--- src/rtl/uart_rx_core_if.sv ---
// Output side of the UART receiver: the buffered word, its error flags, the
// valid/ready handshake and status. The core drives it; the consumer reads it.
interface uart_rx_core_if #(
    parameter int DATA_WIDTH = 8
);
    logic [DATA_WIDTH-1:0] data_out;
    logic                  data_valid;
    logic                  data_ready;
    logic                  parity_err;
    logic                  framing_err;
    logic                  overrun_err;
    logic                  busy;

    modport master (
        output data_out, data_valid, parity_err, framing_err, overrun_err, busy,
        input  data_ready
    );

    modport slave (
        input  data_out, data_valid, parity_err, framing_err, overrun_err, busy,
        output data_ready
    );
endinterface

--- src/rtl/uart_rx_core.sv ---
// Oversampling UART receiver with 3-sample majority vote, optional parity,
// 1/2 stop bits and a single-entry valid/ready output buffer.
module uart_rx_core #(
    parameter int CLK_FREQ    = 100_000_000,
    parameter int BAUD_RATE   = 115200,
    parameter int DATA_WIDTH  = 8,
    parameter int OVERSAMPLE  = 16,
    parameter int PARITY_MODE = 0,
    parameter int STOP_BITS   = 1
) (
    input  logic           clock_i,
    input  logic           reset_n_i,
    input  logic           data_in_i,
    uart_rx_core_if.master rx_if
);
    localparam int CLKS_PER_SAMPLE = CLK_FREQ / (BAUD_RATE * OVERSAMPLE);
    localparam int CW = (CLKS_PER_SAMPLE > 1) ? $clog2(CLKS_PER_SAMPLE) : 1;
    localparam int SW = $clog2(OVERSAMPLE);
    localparam int BW = $clog2(DATA_WIDTH);

    localparam logic [CW-1:0] CLK_LAST = CW'(CLKS_PER_SAMPLE - 1);
    localparam logic [SW-1:0] S_FIRST  = SW'(OVERSAMPLE / 2 - 1);
    localparam logic [SW-1:0] S_MID    = SW'(OVERSAMPLE / 2);
    localparam logic [SW-1:0] S_DEC    = SW'(OVERSAMPLE / 2 + 1);
    localparam logic [SW-1:0] S_LAST   = SW'(OVERSAMPLE - 1);
    localparam logic [BW-1:0] BIT_LAST = BW'(DATA_WIDTH - 1);
    localparam logic          STOP_LAST = 1'(STOP_BITS - 1);

    typedef enum logic [2:0] {IDLE, START, DATA, PARITY, STOP} state_t;

    state_t                  state_q, state_d;
    logic                    sync1_q, rx_s_q, rx_prev_q;
    logic [1:0]              warm_q;
    logic [CW-1:0]           clk_cnt_q, clk_cnt_d;
    logic [SW-1:0]           smp_cnt_q, smp_cnt_d;
    logic [BW-1:0]           bit_cnt_q, bit_cnt_d;
    logic                    stop_cnt_q, stop_cnt_d;
    logic [1:0]              votes_q, votes_d;
    logic [DATA_WIDTH-1:0]   shift_q, shift_d;
    logic                    par_bad_q, par_bad_d;
    logic                    stop_bad_q, stop_bad_d;
    logic                    done_q, done_d;
    logic                    done_ferr_q, done_ferr_d;
    logic [DATA_WIDTH-1:0]   dout_q;
    logic                    dvalid_q, perr_q, ferr_q, ovr_q;

    logic tick, bit_end, decide, vote, fall;

    assign tick    = (clk_cnt_q == CLK_LAST);
    assign bit_end = tick && (smp_cnt_q == S_LAST);
    assign decide  = tick && (smp_cnt_q == S_DEC);
    assign vote    = (votes_q[0] & votes_q[1]) | (votes_q[0] & rx_s_q) | (votes_q[1] & rx_s_q);
    // rx_prev_q stays 0 until the synchroniser carries real line data, so a
    // line that is already low out of reset cannot look like a start edge.
    assign fall    = rx_prev_q & ~rx_s_q;

    always_ff @(posedge clock_i or negedge reset_n_i) begin
        if (!reset_n_i) begin
            sync1_q   <= 1'b1;
            rx_s_q    <= 1'b1;
            warm_q    <= 2'b00;
            rx_prev_q <= 1'b0;
        end else begin
            sync1_q   <= data_in_i;
            rx_s_q    <= sync1_q;
            warm_q    <= {warm_q[0], 1'b1};
            rx_prev_q <= warm_q[1] & rx_s_q;
        end
    end

    always_ff @(posedge clock_i or negedge reset_n_i) begin
        if (!reset_n_i) begin
            state_q     <= IDLE;
            clk_cnt_q   <= '0;
            smp_cnt_q   <= '0;
            bit_cnt_q   <= '0;
            stop_cnt_q  <= 1'b0;
            votes_q     <= 2'b00;
            shift_q     <= '0;
            par_bad_q   <= 1'b0;
            stop_bad_q  <= 1'b0;
            done_q      <= 1'b0;
            done_ferr_q <= 1'b0;
        end else begin
            state_q     <= state_d;
            clk_cnt_q   <= clk_cnt_d;
            smp_cnt_q   <= smp_cnt_d;
            bit_cnt_q   <= bit_cnt_d;
            stop_cnt_q  <= stop_cnt_d;
            votes_q     <= votes_d;
            shift_q     <= shift_d;
            par_bad_q   <= par_bad_d;
            stop_bad_q  <= stop_bad_d;
            done_q      <= done_d;
            done_ferr_q <= done_ferr_d;
        end
    end

    always_comb begin
        state_d     = state_q;
        clk_cnt_d   = clk_cnt_q + 1'b1;
        smp_cnt_d   = smp_cnt_q;
        bit_cnt_d   = bit_cnt_q;
        stop_cnt_d  = stop_cnt_q;
        votes_d     = votes_q;
        shift_d     = shift_q;
        par_bad_d   = par_bad_q;
        stop_bad_d  = stop_bad_q;
        done_d      = 1'b0;
        done_ferr_d = done_ferr_q;

        if (tick) begin
            clk_cnt_d = '0;
            smp_cnt_d = (smp_cnt_q == S_LAST) ? '0 : smp_cnt_q + 1'b1;
        end
        if (tick && smp_cnt_q == S_FIRST) votes_d[0] = rx_s_q;
        if (tick && smp_cnt_q == S_MID)   votes_d[1] = rx_s_q;

        unique case (state_q)
            IDLE: begin
                if (fall) begin
                    state_d    = START;
                    bit_cnt_d  = '0;
                    stop_cnt_d = 1'b0;
                    par_bad_d  = 1'b0;
                    stop_bad_d = 1'b0;
                end
            end
            START: begin
                if (decide && vote) state_d = IDLE;
                else if (bit_end)   state_d = DATA;
            end
            DATA: begin
                if (decide) shift_d = {vote, shift_q[DATA_WIDTH-1:1]};
                if (bit_end) begin
                    if (bit_cnt_q == BIT_LAST) begin
                        bit_cnt_d = '0;
                        state_d   = (PARITY_MODE != 0) ? PARITY : STOP;
                    end else begin
                        bit_cnt_d = bit_cnt_q + 1'b1;
                    end
                end
            end
            PARITY: begin
                if (decide) par_bad_d = (^shift_q) ^ vote ^ (PARITY_MODE == 2);
                if (bit_end) state_d = STOP;
            end
            STOP: begin
                // Leave at the last stop bit's decision point so the next
                // start edge is seen even when frames are back to back.
                if (decide) begin
                    if (stop_cnt_q == STOP_LAST) begin
                        state_d     = IDLE;
                        done_d      = 1'b1;
                        done_ferr_d = stop_bad_q | ~vote;
                    end else begin
                        stop_bad_d = stop_bad_q | ~vote;
                    end
                end
                if (bit_end) stop_cnt_d = 1'b1;
            end
            default: state_d = IDLE;
        endcase

        if (state_q == IDLE || state_d == IDLE) begin
            clk_cnt_d = '0;
            smp_cnt_d = '0;
        end
    end

    always_ff @(posedge clock_i or negedge reset_n_i) begin
        if (!reset_n_i) begin
            dout_q   <= '0;
            dvalid_q <= 1'b0;
            perr_q   <= 1'b0;
            ferr_q   <= 1'b0;
            ovr_q    <= 1'b0;
        end else begin
            ovr_q <= 1'b0;
            if (done_q) begin
                if (!dvalid_q || rx_if.data_ready) begin
                    dout_q   <= shift_q;
                    perr_q   <= par_bad_q;
                    ferr_q   <= done_ferr_q;
                    dvalid_q <= 1'b1;
                end else begin
                    ovr_q <= 1'b1;
                end
            end else if (dvalid_q && rx_if.data_ready) begin
                dvalid_q <= 1'b0;
            end
        end
    end

    assign rx_if.data_out    = dout_q;
    assign rx_if.data_valid  = dvalid_q;
    assign rx_if.parity_err  = perr_q;
    assign rx_if.framing_err = ferr_q;
    assign rx_if.overrun_err = ovr_q;
    assign rx_if.busy        = (state_q != IDLE);
endmodule

--- src/flat_wrapper.sv ---
// flat-port wrapper written by rule: the top's interface ports become plain ports
module uart_rx_core_flat 
#(
    parameter int CLK_FREQ    = 100_000_000,
    parameter int BAUD_RATE   = 115200,
    parameter int DATA_WIDTH  = 8,
    parameter int OVERSAMPLE  = 16,
    parameter int PARITY_MODE = 0,
    parameter int STOP_BITS   = 1
)
  (clock_i, reset_n_i, data_in_i, rx_if_data_out, rx_if_data_valid, rx_if_parity_err, rx_if_framing_err, rx_if_overrun_err, rx_if_busy, rx_if_data_ready);
  uart_rx_core_if #(.DATA_WIDTH(DATA_WIDTH)) rx_if_i ();
  input  logic clock_i;
  input  logic reset_n_i;
  input  logic data_in_i;
  output wire logic [$bits(rx_if_i.data_out)-1:0] rx_if_data_out;
  output wire logic [$bits(rx_if_i.data_valid)-1:0] rx_if_data_valid;
  output wire logic [$bits(rx_if_i.parity_err)-1:0] rx_if_parity_err;
  output wire logic [$bits(rx_if_i.framing_err)-1:0] rx_if_framing_err;
  output wire logic [$bits(rx_if_i.overrun_err)-1:0] rx_if_overrun_err;
  output wire logic [$bits(rx_if_i.busy)-1:0] rx_if_busy;
  input wire logic [$bits(rx_if_i.data_ready)-1:0] rx_if_data_ready;
  assign rx_if_data_out = rx_if_i.data_out;
  assign rx_if_data_valid = rx_if_i.data_valid;
  assign rx_if_parity_err = rx_if_i.parity_err;
  assign rx_if_framing_err = rx_if_i.framing_err;
  assign rx_if_overrun_err = rx_if_i.overrun_err;
  assign rx_if_busy = rx_if_i.busy;
  assign rx_if_i.data_ready = rx_if_data_ready;
  uart_rx_core #(.CLK_FREQ(CLK_FREQ), .BAUD_RATE(BAUD_RATE), .DATA_WIDTH(DATA_WIDTH), .OVERSAMPLE(OVERSAMPLE), .PARITY_MODE(PARITY_MODE), .STOP_BITS(STOP_BITS)) u_core (.clock_i(clock_i), .reset_n_i(reset_n_i), .data_in_i(data_in_i), .rx_if(rx_if_i));
endmodule
--- config.mk ---
export PLATFORM = sky130hd
export DESIGN_NAME = uart_rx_core_flat
export DESIGN_NICKNAME = d
export VERILOG_FILES = /design/src/rtl/uart_rx_core_if.sv /design/src/rtl/uart_rx_core.sv /design/src/flat_wrapper.sv
export SDC_FILE = /design/constraint.sdc
export NUM_CORES = 1
export LEC_CHECK = 0
export ABC_AREA = 1
export CORE_MARGIN = 1.5
export CORE_UTILIZATION = 57
export DETAILED_ROUTE_END_ITERATION = 12
export PLACE_DENSITY = 0.88
export SKIP_CTS_REPAIR_TIMING = 1
export SLEW_MARGIN = 5
export SYNTH_ARGS = -nofsm -noshare
export SYNTH_HDL_FRONTEND = slang
export SYNTH_SLANG_ARGS = --single-unit
--- constraint.sdc ---
create_clock -name clock_i -period 2.1 [get_ports clock_i]
set_input_delay 0.42 -clock clock_i [delete_from_list [all_inputs] [get_ports clock_i]]
set_output_delay 0.42 -clock clock_i [all_outputs]
set_load 0.02 [all_outputs]
==> results of run 1 <==
[per-stage QoR]
| step | setup slack (ps) | total power, uW |
|---|---|---|
| final | 363 | 1640 |
| after detailed placement | 364 | 1000 |
| after global placement | 376 | 1000 |
| after CTS | 18.6 | 1650 |
| after global routing | 159 | 1700 |
| after floorplan | 561 | 969 |
[state kept, by name, summed over array words and instances, names as in the netlist, 2 cells and up]
| name | cells |
|---|---|
| u_core.rx_if.data_out | 8 |
| u_core.shift_q | 8 |
| u_core.clk_cnt_q | 6 |
| u_core.smp_cnt_q | 4 |
| u_core.bit_cnt_q | 3 |
| u_core.state_q | 3 |
| u_core.votes_q | 2 |
| u_core.warm_q | 2 |
[power by group through the flow]
stage                     Combinational (uW)  Sequential [uW]  Clock (uW)
after floorplan                         16.8              952           0
after global placement                  48.3              952           0
after detailed placement                49.6              953           0
after CTS                               50.0              934         668
after global routing                    56.0              935         707
final                                   47.7              934         661
[worst min-delay path by stage]
stage / from / endpoint / cells after the start
2_1_floorplan: reset_n_i / u_core.bit_cnt_q[0]$_DFFE_PN0P_ / 0
5_1_grt: reset_n_i / u_core.rx_if.data_out[5]$_DFFE_PN0P_ / 1
3_3_place_gp: u_core.warm_q[0]$_DFF_PN0_ / u_core.warm_q[1]$_DFF_PN0_ / 0
4_1_cts: reset_n_i / u_core.rx_if.data_out[4]$_DFFE_PN0P_ / 1
3_5_place_dp: u_core.warm_q[0]$_DFF_PN0_ / u_core.warm_q[1]$_DFF_PN0_ / 0
6_report: reset_n_i / u_core.rx_if.data_out[4]$_DFFE_PN0P_ / 1
[layout make-up]
class | instances | share of cell area, %
clock buffer | 5 | 2.63
multi-input combinational | 171 | 34.3
inverter | 39 | 5.58
timing repair buffer | 20 | 7.64
clock inverter | 3 | 1.62
sequential | 48 | 45.9
tap | 48 | 2.29
[layer usage]
layer | vias up | share of wire (%)
met1 | 790 | 46
met2 | 32 | 48
li1 | 860 | -
met4 | 0 | 1.8
met3 | 6 | 3.4
met5 | - | 0
[worst reg2reg max path, cell delays in order (launching register included)]
cell and delay, ps:
dfrtp_1 410, inv_1 60, ha_1 140, nand3_2 80, nor2_2 210, nand3_1 160
nand2_1 90, nand2_1 70, nor2_1 130, nand2_2 80, nand2_4 130, nor2_1 60
[synth_stat cells]
library cell and count:
dfstp_2 2, nand2_4 2, nand2_1 60, xor2_1 3, nor2_1 27, a21oi_4 1
or2_2 4, nor3_1 1, nand3b_1 2, nand4_1 2, o211ai_1 1, buf_6 1
conb_1 1, nor2_2 3, xnor2_1 1, clkbuf_1 2, nand2_2 2, ha_1 7
o22ai_1 1, o21ai_0 26, nor2_8 1, a21oi_1 2, mux2_2 2, nand3_2 2
o31ai_1 1, inv_1 39, dfrtp_1 46, nand3_1 19
[kinds of logic (layout without fill, tap and decap cells)]
kind of cell / after synthesis / after routing / share of synthesized area [%]
AND/OR/NAND/NOR: 125 / 125 / 25.3
flip-flops: 48 / 48 / 53.1
buffers and inverters: 42 / 67 / 7.28
AO/OA/AOI/OAI: 32 / 32 / 7.83
adder cells (fa/ha/maj): 7 / 7 / 3.86
XOR/XNOR: 4 / 4 / 1.54
multiplexers: 2 / 2 / 0.993
other: 1 / 1 / 0.165
==> metrics.md, run 1 <==
| Metric | Value |
|---|---|
| Status | finished, final reports clean |
| Synth area leaders | dfrtp_1, nand2_1, inv_1, o21ai_0, nor2_1 |
| Cts bufs inserted | 5 |
| Post-route cell area | approximately 2600 sq um |
| Met3 usage | between 4 and 5% |
| Gpl congestion | a little over 0.8 |
| Fillers | 308 |
| RSZ-0062 raised after global routing | no |
| DR vias | approximately 1700 |
| Yosys reg bits | 48 |
| FF/Latch Area | 1200 sq um |
| Setup Crit Path Kind | reg2out |
| Port Buffers | 16 |
| Synth cell types | 28 |
| Antenna-violating nets left | 0 |
| Core Util, Final | 70.0% |
| IO Pins | 17 |
| Slowest CP cell | dfrtp_1 |
| Minimum period implied by the final worst setup slack | approximately 1700 ps |
| Post-synthesis cell area | roughly 2300 sq um |
| Max Clock Freq | around 0.58 GHz |
| Post-route insts no fill | 334 |
| Final #Nets | between 200 and 300 |
| Root buf cell | clkbuf_8 |
| Crit path max-delay family | flip-flops |
| Overflow after GRT | 0 |
| Vias in the first global route | between 1500 and 2000 |
| Pin count of the biggest net entering global routing | 26 |
| Vias/cell | between 5 and 6 |
| Sw power | about 350 uW |
| Final hold vios | 0 |
| Worst reg2reg path endpoint | u_core.smp_cnt_q[2]$_DFFE_PN0P_ |
| Largest area contributor in the netlist | dfrtp_1 |
| Levels on crit path | 5 |
| CP cell instances | nor2_1, inv_1, nor2_1, inv_1, dlymetal6s2s_1 |
| Final count of pins violating max slew | 0 |
| Area grow syn2layout | 15.6% |
| Global routing's busiest layer | met2 |
| DR iter-0 viols | ~110 |
| Drt total wl | ~3.8 mm |
| Placement Cell Area | 2510 sq um |
| Worst Reg-to-Reg Cells | 11 |
| Cell Int Power | about 1300 uW |
| Pwr Density | between 600 and 700 nW/um^2 |
| Clk_skew | around 11 ps |
| Total Routing Usage GR | 21.2% |
| H-tree depth | 2 |
| Die span in y | roughly 66 microns |
| YS warnings | 0 |
| Hold Crit Class | in2async |
| Worst relative slew slack | 62.0% |
| M1 GR Usage | 27.1% |
| VDD IR max | about 0.42 mV |
| Share of layout cells above drive strength 1 | roughly 11% |
| TritonRoute pass-1 iters | 5 |
| # rows | 22 |
| Clock sinks | 48 |
| Cell count after synthesis | ~260 |
| Avg WL per Cell | 11.4 microns |
| Die X | between 60 and 70 microns |
| Peak fanout along the critical path | 3 |
| Reg2reg setup slack | 370 ps |
| Synth Area per Inst | between 8 and 9 sq um |
| Commonest cells after routing, fill and taps aside | nand2_1, dfrtp_1, inv_1 |
| Mapped Nets | 272 |
| Clock buffer depth | 2 |
| Net Sw Frac | between 20% and 30% |
| Reg clk slew, reported paths | about 90 ps |
| Yosys top cell area share | 50.7% |
| Global-route wire length before repair | 6.99 mm |
| Worst EP arrival | ~1300 ps |
| Clk_lat worst skew | a little over 300 ps |
| Combinational Power Share | under 10% |
| Final hold slack | 89.7 ps |
| CTS tree | done |
| Origin of the critical flop-to-flop path | u_core.clk_cnt_q[1]$_DFF_PN0_ |
| Initial antenna violation count | 0 |
| # diodes | 0 |
| Die ar. | approximately 4400 sq um |
| Maximum Capacitance Violations | 0 |
| Worst path required time | ~1700 ps |
| Seq pwr share | a little under three fifths |
| Worst setup startpoint | u_core.state_q[0]$_DFF_PN0_ |
| GRT met2 Usage | approximately a third |
| Core area | around 3700 sq um |
| Residual DRC count | 0 |
| Worst-margin pin slew | approximately 570 ps |
| CP Buf/Inv Count | 3 |
| Area of the multi-input gates | between 800 and 900 sq um |
| Dpl hpwl | 2.80 mm |
| Final worst-path cycle share | 82.7% |
| Initial Utilization | between 60 and 70% |
| Setup-failing EPs final | 0 |
| DP Cell Count | approximately 330 |
| Sequential share of the synthesized area | between 50 and 60% |
| Crit path launch type | flip-flop |
| Most common cell after layout, fill and taps aside | nand2_1 |
| CP peak stage delay | around 400 ps |
| TNS Setup | 0 ps |
| Clock network fraction of total power | roughly two fifths |
| CP Capture Point | rx_if_busy |
| Worst Setup End Kind | primary output |
| Leakage | about 0.0014 uW |
Power figures use the tool's default switching activity.
==> run 2, diff against run 1 <==
CORE_UTILIZATION = 52   (was 57)
PLACE_DENSITY = 0.85   (was 0.88)
clock period = 1.5 ns   (was 2.1 ns; I/O delays follow)
==> run 2 against run 1 <==
Largest cell class unchanged. Worst setup slack got worse by 570 ps. Clock power increased by 18%. Highest routed layer unchanged. Die area up 9.2%. The flow now finishes with violations (setup timing). Combinational power is 88% higher. Wire length grew 38%. Cell count increased by 9.9%. Sequential cell count did not move. Critical path type is now reg2reg. Register-to-register slack lost 580 ps. Via count up 16%. First-iteration DRC count is 61% higher. Largest power group unchanged.
==> metrics.md, run 2 (synthesis gave the netlist of run 1 again) <==
| Metric | Value |
|---|---|
| Status | finished with violations (was finished, final reports clean) |
| Failing checks | setup timing |
| Worst EP arrival | 1900 ps (was 1320 ps) |
| Final count of pins violating max slew | 0 (unchanged) |
| TritonRoute pass-1 iters | 4 (was 5) |
| Pwr Density | 733 nW/um^2 (was 627 nW/um^2) |
| Vias/cell | 5.32 (was 5.05) |
| RSZ-0062 raised after global routing | yes (was no) |
| Commonest cells after routing, fill and taps aside | nand2_1, dfrtp_1, inv_1 (unchanged) |
| Fillers | 277 (was 308) |
| # diodes | 0 (unchanged) |
| Placement Cell Area | 2700 sq um (was 2510 sq um) |
| Worst path required time | 1690 ps (was 1680 ps) |
| Area grow syn2layout | 30.8% (was 15.6%) |
| Tot Pwr | 2180 uW (was 1640 uW) |
| Final worst-path cycle share | 114% |
| Hold Crit Class | reg2reg (was in2async) |
| Residual DRC count | 0 (unchanged) |
| CP peak stage delay | 400 ps (about the same) |
| Clk_lat worst skew | 310 ps (about the same) |
| Initial antenna violation count | 0 (unchanged) |
| Die X | 69.1 microns (was 66.1 microns) |
| Post-route cell area | 2970 sq um (was 2620 sq um) |
| Vias in the first global route | 1881 (was 1628) |
| CP Buf/Inv Count | 1 (was 3) |
| IO Pins | 17 (unchanged) |
| Worst Setup End Kind | flip-flop (was primary output) |
| Area of the multi-input gates | 1010 sq um (was 900 sq um) |
| Avg WL per Cell | 14.4 microns (was 11.4 microns) |
| H-tree depth | 2 (unchanged) |
| Total Routing Usage GR | 21.0% (was 21.2%) |
| # rows | 23 (was 22) |
| Cts bufs inserted | 5 (unchanged) |
| Max Clock Freq | ~0.59 GHz |
| Slowest CP cell | dfrtp_1 (unchanged) |
| Clock buffer depth | 2 (unchanged) |
| Core area | 4090 sq um (was 3740 sq um) |
| Die span in y | 69.1 microns (was 66.1 microns) |
| Initial Utilization | 55.5% (was 60.6%) |
| Share of layout cells above drive strength 1 | 27.1% (was 11.2%) |
| Clock sinks | 48 (unchanged) |
| Maximum Capacitance Violations | 0 (unchanged) |
| VDD IR max | 0.476 mV (was 0.416 mV) |
| Leakage | 0.00176 uW (was 0.00136 uW) |
| Most used cell, CP | nand2_4 |
| Crit path launch type | flip-flop (unchanged) |
| Clk_skew | 10.1 ps (was 10.6 ps) |
| Die ar. | 4770 sq um (was 4370 sq um) |
| Gpl congestion | 0.773 (was 0.807) |
| CTS tree | done (unchanged) |
| FF/Latch Area | 1200 sq um (unchanged) |
| Root buf cell | clkbuf_8 (unchanged) |
| Final hold vios | 0 (unchanged) |
| Pre-CTS setup slack | -152 ps (was 364 ps) |
| TNS Setup | -2090 ps (was 0 ps) |
| Port Buffers | 16 (unchanged) |
| Most common cell after layout, fill and taps aside | nand2_1 (unchanged) |
| Final hold slack | 357 ps (was 89.7 ps) |
| Setup Crit Path Kind | reg2reg (was reg2out) |
| Minimum period implied by the final worst setup slack | ~1700 ps |
| Crit path max-delay family | simple AND/OR/NAND/NOR gates (was flip-flops) |
| Overflow after GRT | 0 (unchanged) |
| DR iter-0 viols | 169 (was 105) |
| Drt total wl | 5.27 mm (was 3.81 mm) |
| Global-route wire length before repair | 8.00 mm (was 6.99 mm) |
| Setup-failing EPs final | 13 (was 0) |
| Dpl hpwl | 3.36 mm (was 2.80 mm) |
| CP cell instances | inv_2, ha_4, nand3_4, nor2_4, nand3_2, nand3_1, nand2_1, nor2_2, nand2_4, nand2_4, nor2_1 (was nor2_1, inv_1, nor2_1, inv_1, dlymetal6s2s_1) |
| Final #Nets | 327 (was 296) |
| DR vias | 1953 (was 1688) |
| Reg clk slew, reported paths | 90 ps (about the same) |
| PnR worst setup slack | -209 ps (was 363 ps) |
| Peak fanout along the critical path | 5 (was 3) |
| Antenna-violating nets left | 0 (unchanged) |
| Pin count of the biggest net entering global routing | 25 (was 26) |
run 2: path summary, 6_finish.rpt:
check / start / endpoint / slack, ps / cells past startpoint
setup / recovery: u_core.clk_cnt_q[1]$_DFF_PN0_ / u_core.clk_cnt_q[3]$_DFF_PN0_ / -210 / 11
hold / removal: u_core.warm_q[0]$_DFF_PN0_ / u_core.warm_q[1]$_DFF_PN0_ / 360 / 0
setup reg to reg: u_core.clk_cnt_q[1]$_DFF_PN0_ / u_core.clk_cnt_q[3]$_DFF_PN0_ / -210 / 11
hold reg to reg: u_core.warm_q[0]$_DFF_PN0_ / u_core.warm_q[1]$_DFF_PN0_ / 360 / 0
max in group asynchronous: reset_n_i / u_core.sync1_q$_DFF_PN1_ / 470 / 3
min in group asynchronous: reset_n_i / u_core.stop_bad_q$_DFFE_PN0P_ / 450 / 2
run 2: cell type report:
class / instances / area share, %
clock inverters: 3 / 0.632
clock buffers: 5 / 2.32
multi-input cells: 172 / 33.9
repair buffers: 50 / 15.6
flip-flops and latches: 48 / 40.6
inverters: 39 / 4.93
well taps: 50 / 2.11
run 2: routing by layer:
layer	up-vias	track usage (%)	part of all wire, %
met5	-	0	0
met1	944	23.1	38
met4	0	8.28	2.8
li1	925	-	-
met2	68	38.7	54
met3	16	4.68	4.5
run 2: per-stage QoR:
step | std cells | utilization (%)
3_3_place_gp | 352 | 66.0
6_report | 367 | 72.6
2_1_floorplan | 261 | -
3_5_place_dp | 352 | 66.0
5_1_grt | 367 | 72.6
4_1_cts | 360 | 68.2
run 2: where the power goes:
group	leakage [uW]	internal [uW]	switching, uW
Combinational	0.00105	34.0	55.6
Clock	0.0000479	326	452
Sequential	0.000658	1300	4.59
==> RTL change 1: new RTL, settings of run 2 <==
The 5 states of `state_t` get a one-hot encoding in 5 bits.
--- a/src/rtl/uart_rx_core.sv
+++ b/src/rtl/uart_rx_core.sv
@@ -27,5 +27,5 @@
     localparam logic          STOP_LAST = 1'(STOP_BITS - 1);
 
-    typedef enum logic [2:0] {IDLE, START, DATA, PARITY, STOP} state_t;
+    typedef enum logic [4:0] {IDLE = 5'b00001, START = 5'b00010, DATA = 5'b00100, PARITY = 5'b01000, STOP = 5'b10000} state_t;
 
     state_t                  state_q, state_d;
Formal check against the unedited RTL: same outputs for any inputs over 10 cycles, from zero or initial values and one cycle with reset_n_i low; not proved beyond that.
==> RTL change 1 against run 2 <==
- the run still ends with setup timing left
- synthesized area increased by 7.6%
- synthesized cell count rose by 9.6%
- cell area grew 9.5%
- wire length is 3.2% higher
- clock skew is 0.0049 ns higher
- setup slack better by 0.087 ns
- first-iteration DRC count decreased by 39%
- sequential cell count grew 2
- maximum frequency rose by 5.4%
Power is not compared: it rests on default switching activity, and its combinational part moved more than twofold at a synthesized area within 25%.
==> RTL change 1: results <==
metrics = {
    "finish": {
        "drive_gt1_share_pct": 31.8,
        "fin_nets": 353,
        "fillers": 309,
    },
    "worst_setup_path": {
        "cp-endpoint": "u_core.clk_cnt_q[1]$_DFF_PN0_",
        "r2r_cells": 8,
        "worstReg2RegStart": "u_core.state_q[0]$_DFF_PN1_",
        "worstPathArrival_ns": 1.87,
        "cpMaxStageDelayCell": "dfstp_2",
        "critPathLaunch": "u_core.state_q[0]$_DFF_PN1_",
        "rr_endpoint": "u_core.clk_cnt_q[1]$_DFF_PN0_",
    },
    "sta": {
        "setup_viol": 20,
        "setup_ws_ns": -0.122,
        "hold-worst-slack_ns": 0.359,
        "clock_skew_ns": 0.0150,
        "fin_setup_tns_ns": -1.21,
    },
    "placement": {
        "dp_hpwl_mm": 3.41,
        "gp_congestion": 0.894,
    },
    "synth": {
        "synth_compound_area_share_pct": 8.62,
        "synth_xor_area_share_pct": 0.359,
        "synth_top_area_share_pct": 48.2,
        "synthTopCellsByCount": "nand2_1, dfrtp_1, inv_1, nor2_1, nand3_1",
        "netlist_top_cells_area": "dfrtp_1, nand2_1, inv_1, nor2_1, nand3_1",
        "ys_seq_area_share_pct": 51.4,
        "syn_nets": 297,
        "muxShareOfSynthArea_pct": 0.923,
        "ys_types": 29,
        "yosys.area_share.adder_pct": 3.59,
    },
    "global_route": {
        "grt_pass1_wl_mm": 8.20,
        "grt_pass1_vias": 1957,
        "grt_usage_pct": 20.2,
        "grt_max_degree": 33,
    },
    "hold_path": {
        "holdPathEnd": "u_core.rx_s_q$_DFF_PN1_",
        "hp-start": "u_core.sync1_q$_DFF_PN1_",
        "hold_path.class": "register to register",
    },
    "clock_network": {
        "cts_buffers": 5,
    },
    "route": {
        "post_drt_wl_per_cell_um": 13.8,
        "drt_iter0_drc": 103,
        "via_count": 2068,
        "drt-pass1-iter-count": 6,
    },
    "outcome": {
        "violations": "setup timing",
        "status": "complete, but fails checks",
    },
}
## RTL change 1: through the flow
| stage | power, mW | setup WS [ns] | area [sq um] | std cells |
|---|---|---|---|---|
| final | 2.91 | -0.122 | 3250 | 395 |
| after global routing | 3.02 | -0.197 | 3250 | 395 |
| after CTS | 2.68 | -0.419 | 2970 | 388 |
| after detailed placement | 1.88 | -0.0847 | 2880 | 380 |
| after global placement | 1.87 | -0.0601 | 2880 | 380 |
| after floorplan | 1.68 | 0.0378 | 2440 | 286 |
## RTL change 1: routing by layer
metal	global-route usage, %	vias up	wire [um]
met4	7.13	0	111
met2	35.1	34	2820
met1	25.0	998	2360
met3	4.36	10	152
met5	0	-	0
li1	-	1026	-
## RTL change 1: final cells by class
cell class,instances,area (sq um),area share (%)
Sequential cell,50,1260,38.7
Multi-Input combinational cell,200,1220,37.7
Timing Repair Buffer,51,482,14.8
Inverter,34,130,4.00
Clock buffer,7,86.3,2.66
Tap cell,52,65.1,2.00
Clock inverter,1,5.00,0.154
==> RTL change 2: new RTL, flow settings as in run 2 <==
Made on the original files. `PARITY_MODE` is set to 0 in 2 places; all go to 1.
--- a/src/rtl/uart_rx_core.sv
+++ b/src/rtl/uart_rx_core.sv
@@ -6,5 +6,5 @@
     parameter int DATA_WIDTH  = 8,
     parameter int OVERSAMPLE  = 16,
-    parameter int PARITY_MODE = 0,
+    parameter int PARITY_MODE = 1,
     parameter int STOP_BITS   = 1
 ) (
--- a/src/flat_wrapper.sv
+++ b/src/flat_wrapper.sv
@@ -6,5 +6,5 @@
     parameter int DATA_WIDTH  = 8,
     parameter int OVERSAMPLE  = 16,
-    parameter int PARITY_MODE = 0,
+    parameter int PARITY_MODE = 1,
     parameter int STOP_BITS   = 1
 )
Behaviour: same outputs for any inputs over 10 cycles, from zero or initial values and one cycle with reset_n_i low; that may be too few to reach the edited logic, so the function may still have changed.
==> RTL change 2 against run 2 <==
- the flow still finishes with violations (setup timing)
- synthesized cell count is 1.9% lower
- cell count is 1.6% lower
- wire length is 15% lower
- die area is 0.22% lower
- power is 1.5% lower
- via count is 3.8% lower
- setup slack worse by 0.019 ns
- first-iteration DRC count is 41% lower
- sequential cell count stayed put
- non-clock buffer count is 1 higher
- cell area is 1.6% lower
- utilization is 1.1 points lower
- synthesized area is 0.22% lower
- critical endpoint unchanged
- largest power group unchanged
==> RTL change 2: results <==
metrics = {
    "synth": {
        "syn_nets": 267,
        "ys_seq_area_share_pct": 53.2,
        "synthCells": 256,
        "synthTopCellsByCount": "nand2_1, dfrtp_1, inv_1, o21ai_0, nand3_1",
        "netlist_top_cells_area": "dfrtp_1, nand2_1, o21ai_0, inv_1, nand3_1",
        "ys_types": 33,
    },
    "finish": {
        "fin_cells": 361,
        "fin_nets": 322,
    },
    "route": {
        "wl_met2_mm": 2.26,
        "totalWireLength_mm": 4.50,
        "via_count": 1879,
        "drt_iter0_drc": 99,
        "wl_met1_mm": 1.98,
    },
    "placement": {
        "dp_hpwl_mm": 3.17,
        "place_area_sq_um": 2720,
        "preCtsSetupSlack_ns": -0.152,
    },
    "outcome": {
        "status": "complete, but fails checks",
        "violations": "setup timing",
    },
    "global_route": {
        "grt_pass1_vias": 1689,
        "grt_usage_pct": 20.7,
        "met2_usage_pct": 35.6,
        "grt_use_met3_pct": 5.19,
    },
    "sta": {
        "fin_setup_tns_ns": -2.45,
        "setup_viol": 14,
        "setup_ws_ns": -0.227,
        "clock_skew_ns": 0.00869,
    },
    "power_and_ir_drop": {
        "pg_comb_uw": 104,
        "p_int_mw": 1.67,
        "seq_power_share_pct": 61.4,
        "vdd_drop_max_v": 0.000456,
    },
    "worst_setup_path": {
        "path_max_fanout": 10,
    },
    "hold_path": {
        "holdPathEnd": "u_core.rx_s_q$_DFF_PN1_",
    },
}
==> RTL change 2: worst max-delay path, cell delays in order (launching register included) <==
cell,delay [ns]
dfrtp_1,0.40
inv_1,0.07
ha_2,0.17
nand3_2,0.09
nor2_4,0.18
nand2_4,0.10
or2_1,0.23
nand2_2,0.09
nor2_2,0.05
nand2_2,0.11
nand2_8,0.10
nor2_2,0.09
==> RTL change 2: final cells by class <==
type                            instances  area (sq um)
Inverter                               32           123
Tap cell                               50          62.6
Sequential cell                        48          1200
Fill cell                             294          1160
Multi-Input combinational cell        173           982
Clock inverter                          1          5.00
Clock buffer                            6          72.6
Timing Repair Buffer                   51           473
==> RTL change 2: cells by family after synthesis <==
logic type / synth area share, %
buffers and inverters: 6.14
and+or+nand+nor: 26.4
DFF: 53.2
other: 0.166
muxes: 0.995
adders and majority gates: 3.87
AOI/OAI and AO/OA: 7.74
xor gates and xnor gates: 1.55
